--- src/rtl/cfg_loader_pkg.sv ---
// Shared types and helpers for the configuration latch sequencer.
package cfg_loader_pkg;

  typedef enum logic [1:0] {
    IDLE  = 2'd0,
    SETUP = 2'd1,
    PULSE = 2'd2,
    GAP   = 2'd3
  } cfg_seq_state_t;

  localparam int CMD_CLR_ERR_BIT = 31;

  // Index width that never collapses to zero for single-entry vectors.
  function automatic int clog2_min1(input int n);
    return (n <= 1) ? 1 : $clog2(n);
  endfunction

endpackage

--- src/rtl/cfg_prio_enc.sv ---
// Highest-set-bit encoder: idx is the top set bit of bits, valid when any is set.
module cfg_prio_enc #(
  parameter int N        = 8,
  parameter int IDX_BITS = 3
) (
  input  logic [N-1:0]        bits,
  output logic [IDX_BITS-1:0] idx,
  output logic                valid
);

  always_comb begin
    idx   = '0;
    valid = 1'b0;
    for (int i = 0; i < N; i++) begin
      if (bits[i]) begin
        idx   = IDX_BITS'(i);
        valid = 1'b1;
      end
    end
  end

endmodule

--- src/rtl/cfg_latch_sequencer.sv ---
// Stages a configuration word from bus writes, then pulses one latch enable
// per selected register, highest index first, with programmable pulse/gap.
module cfg_latch_sequencer
  import cfg_loader_pkg::*;
#(
  parameter int         NUM_REGS     = 8,
  parameter int         CFG_WIDTH    = 48,
  parameter logic [5:0] STAGE_BASE   = 6'h08,
  parameter logic [5:0] CMD_ADDR     = 6'h10,
  parameter int         PULSE_CYCLES = 1,
  parameter int         GAP_CYCLES   = 1
) (
  input  logic                 clk,
  input  logic                 rst_n,
  input  logic                 write_req,
  input  logic [5:0]           address,
  input  logic [31:0]          data_in,
  output logic [CFG_WIDTH-1:0] config_data,
  output logic [NUM_REGS-1:0]  latch_en,
  output logic                 busy,
  output logic                 done,
  output logic                 err,
  output cfg_seq_state_t       state
);

  localparam int CFG_WORDS = (CFG_WIDTH + 31) / 32;
  localparam int IDX_BITS  = clog2_min1(NUM_REGS);
  localparam int WORD_BITS = clog2_min1(CFG_WORDS);
  localparam int CNT_MAX   = (PULSE_CYCLES > GAP_CYCLES) ? PULSE_CYCLES : GAP_CYCLES;
  localparam int CNT_BITS  = clog2_min1(CNT_MAX);

  // Handshake: write_req is a single-cycle strobe with no back-pressure;
  // writes arriving while busy are dropped and flagged through err.
  int                   stage_off;
  logic                 stage_hit;
  logic [WORD_BITS-1:0] stage_word;
  logic                 cmd_hit;
  logic                 accept_cmd;
  logic                 reject;
  logic [NUM_REGS-1:0]  mask;
  logic [NUM_REGS-1:0]  pending;
  logic [CNT_BITS-1:0]  cnt;
  logic [IDX_BITS-1:0]  enc_idx;
  logic                 enc_valid;

  assign stage_off = int'(address) - int'(STAGE_BASE);
  assign mask      = data_in[NUM_REGS-1:0];

  always_comb begin
    stage_hit  = 1'b0;
    stage_word = '0;
    cmd_hit    = write_req && (address == CMD_ADDR);
    if (write_req && stage_off >= 0 && stage_off[1:0] == 2'b00 &&
        (stage_off >>> 2) < CFG_WORDS) begin
      stage_hit  = 1'b1;
      stage_word = WORD_BITS'(stage_off >>> 2);
    end
  end

  assign accept_cmd = cmd_hit && !busy;
  assign reject     = (cmd_hit || stage_hit) && busy;

  cfg_prio_enc #(
    .N        (NUM_REGS),
    .IDX_BITS (IDX_BITS)
  ) u_prio_enc (
    .bits  (pending),
    .idx   (enc_idx),
    .valid (enc_valid)
  );

  // Bits beyond CFG_WIDTH in the last word simply have no storage.
  always_ff @(posedge clk or negedge rst_n) begin
    if (!rst_n) begin
      config_data <= '0;
    end else if (stage_hit && !busy) begin
      for (int i = 0; i < CFG_WIDTH; i++) begin
        if (int'(stage_word) == i / 32) config_data[i] <= data_in[i % 32];
      end
    end
  end

  // A rejection in the same cycle as a clear request leaves err set.
  always_ff @(posedge clk or negedge rst_n) begin
    if (!rst_n) begin
      err <= 1'b0;
    end else if (reject) begin
      err <= 1'b1;
    end else if (accept_cmd && data_in[CMD_CLR_ERR_BIT]) begin
      err <= 1'b0;
    end
  end

  always_ff @(posedge clk or negedge rst_n) begin
    if (!rst_n) begin
      state    <= IDLE;
      pending  <= '0;
      cnt      <= '0;
      latch_en <= '0;
      busy     <= 1'b0;
      done     <= 1'b0;
    end else begin
      done <= 1'b0;
      case (state)
        IDLE: begin
          if (accept_cmd) begin
            if (mask != '0) begin
              pending <= mask;
              busy    <= 1'b1;
              state   <= SETUP;
            end else begin
              done <= 1'b1;
            end
          end
        end
        SETUP: begin
          if (enc_valid) begin
            latch_en <= NUM_REGS'(1) << enc_idx;
            cnt      <= CNT_BITS'(PULSE_CYCLES - 1);
            state    <= PULSE;
          end else begin
            busy  <= 1'b0;
            done  <= 1'b1;
            state <= IDLE;
          end
        end
        PULSE: begin
          if (cnt == '0) begin
            // The live enable is the one-hot of the target being served.
            pending  <= pending & ~latch_en;
            latch_en <= '0;
            cnt      <= CNT_BITS'(GAP_CYCLES - 1);
            state    <= GAP;
          end else begin
            cnt <= cnt - 1'b1;
          end
        end
        GAP: begin
          if (cnt == '0) begin
            if (pending != '0) begin
              state <= SETUP;
            end else begin
              busy  <= 1'b0;
              done  <= 1'b1;
              state <= IDLE;
            end
          end else begin
            cnt <= cnt - 1'b1;
          end
        end
        default: state <= IDLE;
      endcase
    end
  end

endmodule

--- config.mk ---
export PLATFORM = sky130hd
export DESIGN_NAME = cfg_latch_sequencer
export DESIGN_NICKNAME = d
export VERILOG_FILES = /design/src/rtl/cfg_loader_pkg.sv /design/src/rtl/cfg_prio_enc.sv /design/src/rtl/cfg_latch_sequencer.sv
export SDC_FILE = /design/constraint.sdc
export NUM_CORES = 1
export LEC_CHECK = 0
export CAP_MARGIN = 20
export CORE_MARGIN = 4
export CORE_UTILIZATION = 50
export DETAILED_ROUTE_END_ITERATION = 8
export GPL_TIMING_DRIVEN = 0
export PLACE_DENSITY = 0.93
export SETUP_SLACK_MARGIN = 0.2
export SLEW_MARGIN = 20
export SYNTH_ARGS = -nofsm -noshare
export SYNTH_HDL_FRONTEND = slang
export SYNTH_HIERARCHICAL = 1
export SYNTH_SLANG_ARGS = --single-unit
--- constraint.sdc ---
create_clock -name clk -period 4.3 [get_ports clk]
set_input_delay 0.43 -clock clk [delete_from_list [all_inputs] [get_ports clk]]
set_output_delay 0.43 -clock clk [all_outputs]
set_load 0.005 [all_outputs]
# After elaboration in Yosys (flattened, before gate mapping)
# Cells that the tools add are included.
[op_classes] addsub=2 magnitude_cmp=2 eq_ne=11 shift=1 mux=48 bitwise=3 n_reduce_logical=27
[op_table] operator="two-way mux 8 bit" count=5
[op_table] operator="case mux 8 bit (2 select lines)" count=2
[op_table] operator="two-way mux 1 bit" count=26
[op_table] operator="nonzero test 8 bit" count=2
[op_table] operator="two-way mux 2 bit" count=7
[op_table] operator="!= test 2 bit, second input constant" count=7
[op_table] operator="two-way mux 3 bit" count=4
[op_table] operator="AND 8 bit" count=1
[op_table] operator="logical AND 1 bit" count=8
[op_table] operator="inverter 8 bit" count=1
[op_table] operator="case mux 2 bit (4 select lines)" count=1
[op_table] operator="AND reduction 4 bit" count=2
[op_table] operator="nonzero test 2 bit" count=4
[op_table] operator="<< shifter 1 x 3 -> 8 bit, first input constant" count=1
[op_table] operator="greater-or-equal comparator 7 x 1 -> 1 bit, second input constant" count=1
[op_table] operator="subtractor 6 x 4 -> 7 bit, second input constant" count=1
[op_table] operator="equality test 6 x 5 -> 1 bit, second input constant" count=1
[op_table] operator="case mux 1 bit (3 select lines)" count=2
[op_table] operator="AND reduction 2 bit" count=3
[op_table] operator="AND reduction 6 bit" count=1
[op_table] operator="< comparator 5 x 3 -> 1 bit, second input constant" count=1
[op_table] operator="equality test 2 bit, second input constant" count=2
[op_table] operator="logical NOT 2 bit" count=2
[op_table] operator="AND reduction 3 bit" count=1
[op_table] operator="other kinds (8)" count=8
[word_totals] register_bits=70 inputBits=41 output_inout_bits=61 word_cells=103

# Depth between registers and ports, before layout
[logic_depth] word_depth=10 depth_mapped=7 depth_no_buf=6

# By module
# Netlist, hierarchy kept.
[modules_own_cells] mod="cfg_latch_sequencer" n_inst=1 cells_per_inst=230 area_per_inst_um2=3154.3 seq_area_each_um2=1726.7
[modules_own_cells] mod="cfg_prio_enc" n_inst=1 cells_per_inst=12 area_per_inst_um2=57.6 seq_area_each_um2=0.0

# Least setup slack after synthesis
# Ideal clock, no wire load.
[synth_path] kind="in2reg" startpoint="input port address[3]" endpoint="register config_data[38]" setup_ns=0.125 t_arrival_ns=1.737 t_required_ns=4.175 slack_ns=2.438 path_stages=7 n_path_buf=1 cell_sequence="inv_1 ha_1 or2_0 o21ai_2 nand4_4 buf_6 mux2_4"
[synth_via] elab_chain_cells=8 word_cells_on_any_way=10 cone_classes="add/sub (1); order compare (2); mux (2); reduce/logical (5)"
[synth_lines] element="start: declaration" line="cfg_latch_sequencer.sv:16" rtl="input logic [5:0] address,"
[synth_lines] element="subtractor 6 x 4 -> 7 bit *" line="cfg_latch_sequencer.sv:46" rtl="assign stage_off = int'(address) - int'(STAGE_BASE);"
[synth_lines] element="greater-or-equal comparator 7 x 1 -> 1 bit" line="cfg_latch_sequencer.sv:53" rtl="if (write_req && stage_off >= 0 && stage_off[1:0] == 2'b00 &&"
[synth_lines] element="logical AND 1 bit (2 in series)" line="cfg_latch_sequencer.sv:53"
[synth_lines] element="logical AND 1 bit *" line="cfg_latch_sequencer.sv:53"
[synth_lines] element="two-way mux 1 bit" line="cfg_latch_sequencer.sv:53"
[synth_lines] element="logical AND 1 bit" line="cfg_latch_sequencer.sv:76" rtl="end else if (stage_hit && !busy) begin"
[synth_lines] element="AND reduction 2 bit (no line) *"
[synth_lines] element="end: declaration" line="cfg_latch_sequencer.sv:18" rtl="output logic [CFG_WIDTH-1:0] config_data,"
# Mark *: on every way between the ends. The rest lies on a longest branch, timed or not.
# A chain may end at the register's enable or synchronous reset.

# Final worst setup path
[layout_path] startpoint="input port address[3]" endpoint="register config_data[44]"
# Same word-level chain as after synthesis.

==> implementation parameters <==
Parameter                              Value

Outcome
  Status    finished clean

Route
  Violation count after the first detailed-route iteration    between 200 and 250
  1st-pass router iterations    6
  Via density    5.730
  Wirelength per Cell    19.35 µm
  DRC violation count after routing    0
  Count of nets left with antenna violations after detail routing    0
  Via Count    2481
  Total wirelength of the detailed-routed design    8378 µm

Cells and area
  Area Overhead vs Synth    41.10%
  Antenna cell count    0
  Final-stage net count    398
  Fraction of final layout cells with drive strength greater than 1    between 20% and 30%
  Filler Cells Inserted    between 300 and 400

Clocking
  Number of setup buffers added after CTS    0
  Buffer levels on the longest clock path    2
  CTS clock-pin slew for the worst setup and hold paths    0.07 ns
  Root buffer selected by CTS    sky130_fd_sc_hd__clkbuf_8
  Number of sinks on the clock net    69
  Cts bufs inserted    9
  Clock tree from TritonCTS    yes
  CTS resizes    0
  Total number of H-tree levels    3
  Hold Buf Count CTS    0
  Skew-Pair Late Insertion Delay    ~0.34 ns

Die
  Core Area    6061 µm²
  Die X-Extent    roughly 88 µm
  I/O pin cnt    102
  Die footprint    7770 µm²
  Die boundary height    roughly 90 µm
  Starting density of the core    a little over half
  Placement Rows    28

Worst setup path
  Crit start category    input pin
  Type of element capturing the critical path    register
  Data required time of the critical path    about 4.5 ns
  Setup CP Type    in -> reg
  Worst-path maximum fanout    10
  Critical path arrival    2.49 ns

Placed design
  Weighted congestion reported at the end of routability-driven placement    0.8847
  Post-DP HPWL    6049 µm
  Number of buffer cells added on primary ports    101

Yosys
  Area fraction of the dominant cell type after synthesis    53.76%
  Instance count of the mapped netlist    242
  Net Count, Synth    285
  Sequential share of the synthesized area    53.76%
  Cell types with the largest area share after synthesis    sky130_fd_sc_hd__dfrtp_1, sky130_fd_sc_hd__mux2_4, sky130_fd_sc_hd__mux2_2
  Number of warnings reported in the yosys synthesis log    6
  Cell type contributing the most total cell area after synthesis    sky130_fd_sc_hd__dfrtp_1
  Synthesized cell area    between 3000 and 4000 µm²
  Seq cells post-synth    69
  Post-synthesis area per instance    13.27 µm²
  Number of unique standard cell types used by synthesis    40

Global route
  Vias in the first global route    approximately 2600
  Number of antenna violations at the first check in global routing    0
  First-pass GRT wire length    13310 µm
  Pin count of the biggest net entering global routing    38
  Grt total ovfl    0
  GRT Overall Usage    22.68%

Power and ir drop
  Pwr/cell area    roughly 440 nW/µm²
  Leakage power of the design    2.169 nW
  Max rail drop VDD    roughly 330 µV

Timing
  Setup repair after global routing missed its margin    false
  Min cycle time layout    2.272 ns
  Peak clock frequency supported by timing    between 400 and 500 MHz
  Fin crit share    52.83%
  Worst slew pin tran    0.8055 ns
  Final setup TNS    0 ns
  Final Slew Violations    0
  Tightest slew margin relative to the limit    45.84%
  Hold violation count in the final report    0
  Clk_skew    0.007675 ns
  Final setup violation count    0
  Fin Hold WS    ~0.033 ns

Flow run
  Max-cap viol count    0

Min path
  Kind of path behind the tightest hold check    in -> async
==> worst paths after layout <==
check / to / slack (ns) / startpoint / cells past startpoint
max reg2reg: latch_en[2] / 2.39 / pending[5] / 6
min reg2reg: config_data[31] / 0.51 / config_data[31] / 1
min in group clk: config_data[31] / 0.51 / config_data[31] / 1
max in group asynchronous: latch_en[3] / 3.73 / rst_n / 2
min: config_data[45] / 0.03 / rst_n / 1
max: config_data[44] / 2.03 / address[3] / 8
==> sequential cells by signal (all words and copies together) (netlist names), named ones only <==
name and count:
config_data 48, latch_en 8, pending 8, busy 1
done 1, err 1, state 1
==> Yosys cell counts <==
cell and instances:
sky130_fd_sc_hd__o21ai_0 11, sky130_fd_sc_hd__dfrtp_1 69, sky130_fd_sc_hd__nand4_4 2, sky130_fd_sc_hd__and3_1 7, sky130_fd_sc_hd__or2_0 1, sky130_fd_sc_hd__nor2_1 9
sky130_fd_sc_hd__ha_1 2, sky130_fd_sc_hd__o31ai_1 2, sky130_fd_sc_hd__a211o_1 3, sky130_fd_sc_hd__o311ai_1 3, sky130_fd_sc_hd__and2_1 2, sky130_fd_sc_hd__and3b_1 1
sky130_fd_sc_hd__mux2_4 40, sky130_fd_sc_hd__buf_4 1, sky130_fd_sc_hd__a21oi_1 2, sky130_fd_sc_hd__nand3_1 5, sky130_fd_sc_hd__or4_1 2, sky130_fd_sc_hd__nor3b_4 1
sky130_fd_sc_hd__nand2_1 14, sky130_fd_sc_hd__a21boi_0 1, sky130_fd_sc_hd__o311ai_0 5, sky130_fd_sc_hd__buf_2 1, sky130_fd_sc_hd__nor4_1 2, sky130_fd_sc_hd__nor2b_1 2
sky130_fd_sc_hd__a21boi_1 1, sky130_fd_sc_hd__o221ai_1 1, sky130_fd_sc_hd__o21ai_2 1, sky130_fd_sc_hd__a32o_1 6, sky130_fd_sc_hd__nand4_1 1, sky130_fd_sc_hd__o32a_1 1
sky130_fd_sc_hd__nand3_2 1, sky130_fd_sc_hd__o22ai_1 1, sky130_fd_sc_hd__mux2_2 8, sky130_fd_sc_hd__a22o_1 2, sky130_fd_sc_hd__nor4b_1 1, sky130_fd_sc_hd__inv_1 19
sky130_fd_sc_hd__nor3_1 2, sky130_fd_sc_hd__buf_6 4, sky130_fd_sc_hd__clkbuf_1 4, sky130_fd_sc_hd__clkinv_1 1
==> per-stage QoR <==
stage          total power, mW  instance area, µm²  util [%]  setup slack [ns]  std cells
6_report                 1.988                4532     74.77             2.028        433
5_1_grt                  2.084                4532     74.77             1.931        433
4_1_cts                  1.983                4532     74.77             2.033        433
3_5_place_dp             1.438                4334     71.51             1.677        419
3_3_place_gp             1.413                4317     71.22            0.6116        418
2_1_floorplan            1.142                3212         -             2.438        242
==> power by group <==
| part | leakage [nW] | total (mW) | internal [mW] | switching, mW |
|---|---|---|---|---|
| logic | 1.13 | 0.629 | 0.316 | 0.313 |
| clock network | 0.0975 | 0.530 | 0.294 | 0.235 |
| registers | 0.941 | 0.829 | 0.743 | 0.0857 |
==> final cells by class <==
cell class / instances / area (µm²) / area share [%]
plain buffers: 10 / 72.57 / 1.601
clock buffers: 11 / 151.4 / 3.341
clock inverters: 3 / 46.29 / 1.022
inverters: 20 / 75.07 / 1.657
multi-input cells: 143 / 1338 / 29.51
flip-flops and latches: 69 / 1727 / 38.10
well taps: 75 / 93.84 / 2.071
repair buffers: 102 / 1028 / 22.69
==> layer usage <==
layer,global-route usage [%],vias to the layer above,part of all wire (%)
li1,-,1095,-
met1,28.26,1215,39
met2,39.11,151,51
met3,3.575,20,7.8
met4,9.753,0,2.5
met5,0,-,0
==> cells by family (layout without fill, tap and decap cells) <==
logic type / count (synthesis) / count (layout) / share of synthesized area [%]
muxes: 48 / 48 / 21.50
AOI/OAI and AO/OA: 40 / 40 / 9.428
adders and majority gates: 2 / 2 / 0.7790
DFF: 69 / 69 / 53.76
and+or+nand+nor: 53 / 53 / 9.934
buffers and inverters: 30 / 146 / 4.596
==> worst max-delay path, cell delays in order <==
cell	delay [ns]
sky130_fd_sc_hd__clkdlybuf4s50_1	0.54
sky130_fd_sc_hd__inv_1	0.06
sky130_fd_sc_hd__ha_1	0.20
sky130_fd_sc_hd__or2_0	0.21
sky130_fd_sc_hd__o21ai_2	0.26
sky130_fd_sc_hd__nand4_4	0.24
sky130_fd_sc_hd__buf_6	0.24
sky130_fd_sc_hd__mux2_4	0.31
==> cell usage in the layout, fill, tap and decap left out, types with 2 or more instances in the layout <==
cell type	n
sky130_fd_sc_hd__a211o_1	3
sky130_fd_sc_hd__a21oi_1	2
sky130_fd_sc_hd__a22o_1	2
sky130_fd_sc_hd__a32o_1	6
sky130_fd_sc_hd__and2_1	2
sky130_fd_sc_hd__and3_1	7
sky130_fd_sc_hd__buf_4	2
sky130_fd_sc_hd__buf_6	4
sky130_fd_sc_hd__clkbuf_1	4
sky130_fd_sc_hd__clkbuf_8	11
sky130_fd_sc_hd__clkdlybuf4s50_1	100
sky130_fd_sc_hd__dfrtp_1	69
sky130_fd_sc_hd__ha_1	2
sky130_fd_sc_hd__inv_1	19
sky130_fd_sc_hd__mux2_2	8
sky130_fd_sc_hd__mux2_4	40
sky130_fd_sc_hd__nand2_1	14
sky130_fd_sc_hd__nand3_1	5
sky130_fd_sc_hd__nand4_4	2
sky130_fd_sc_hd__nor2_1	9
sky130_fd_sc_hd__nor2b_1	2
sky130_fd_sc_hd__nor3_1	2
sky130_fd_sc_hd__nor4_1	2
sky130_fd_sc_hd__o21ai_0	11
sky130_fd_sc_hd__o311ai_0	5
sky130_fd_sc_hd__o311ai_1	3
sky130_fd_sc_hd__o31ai_1	2
sky130_fd_sc_hd__or4_1	2
(Power assumes the default switching activity.)
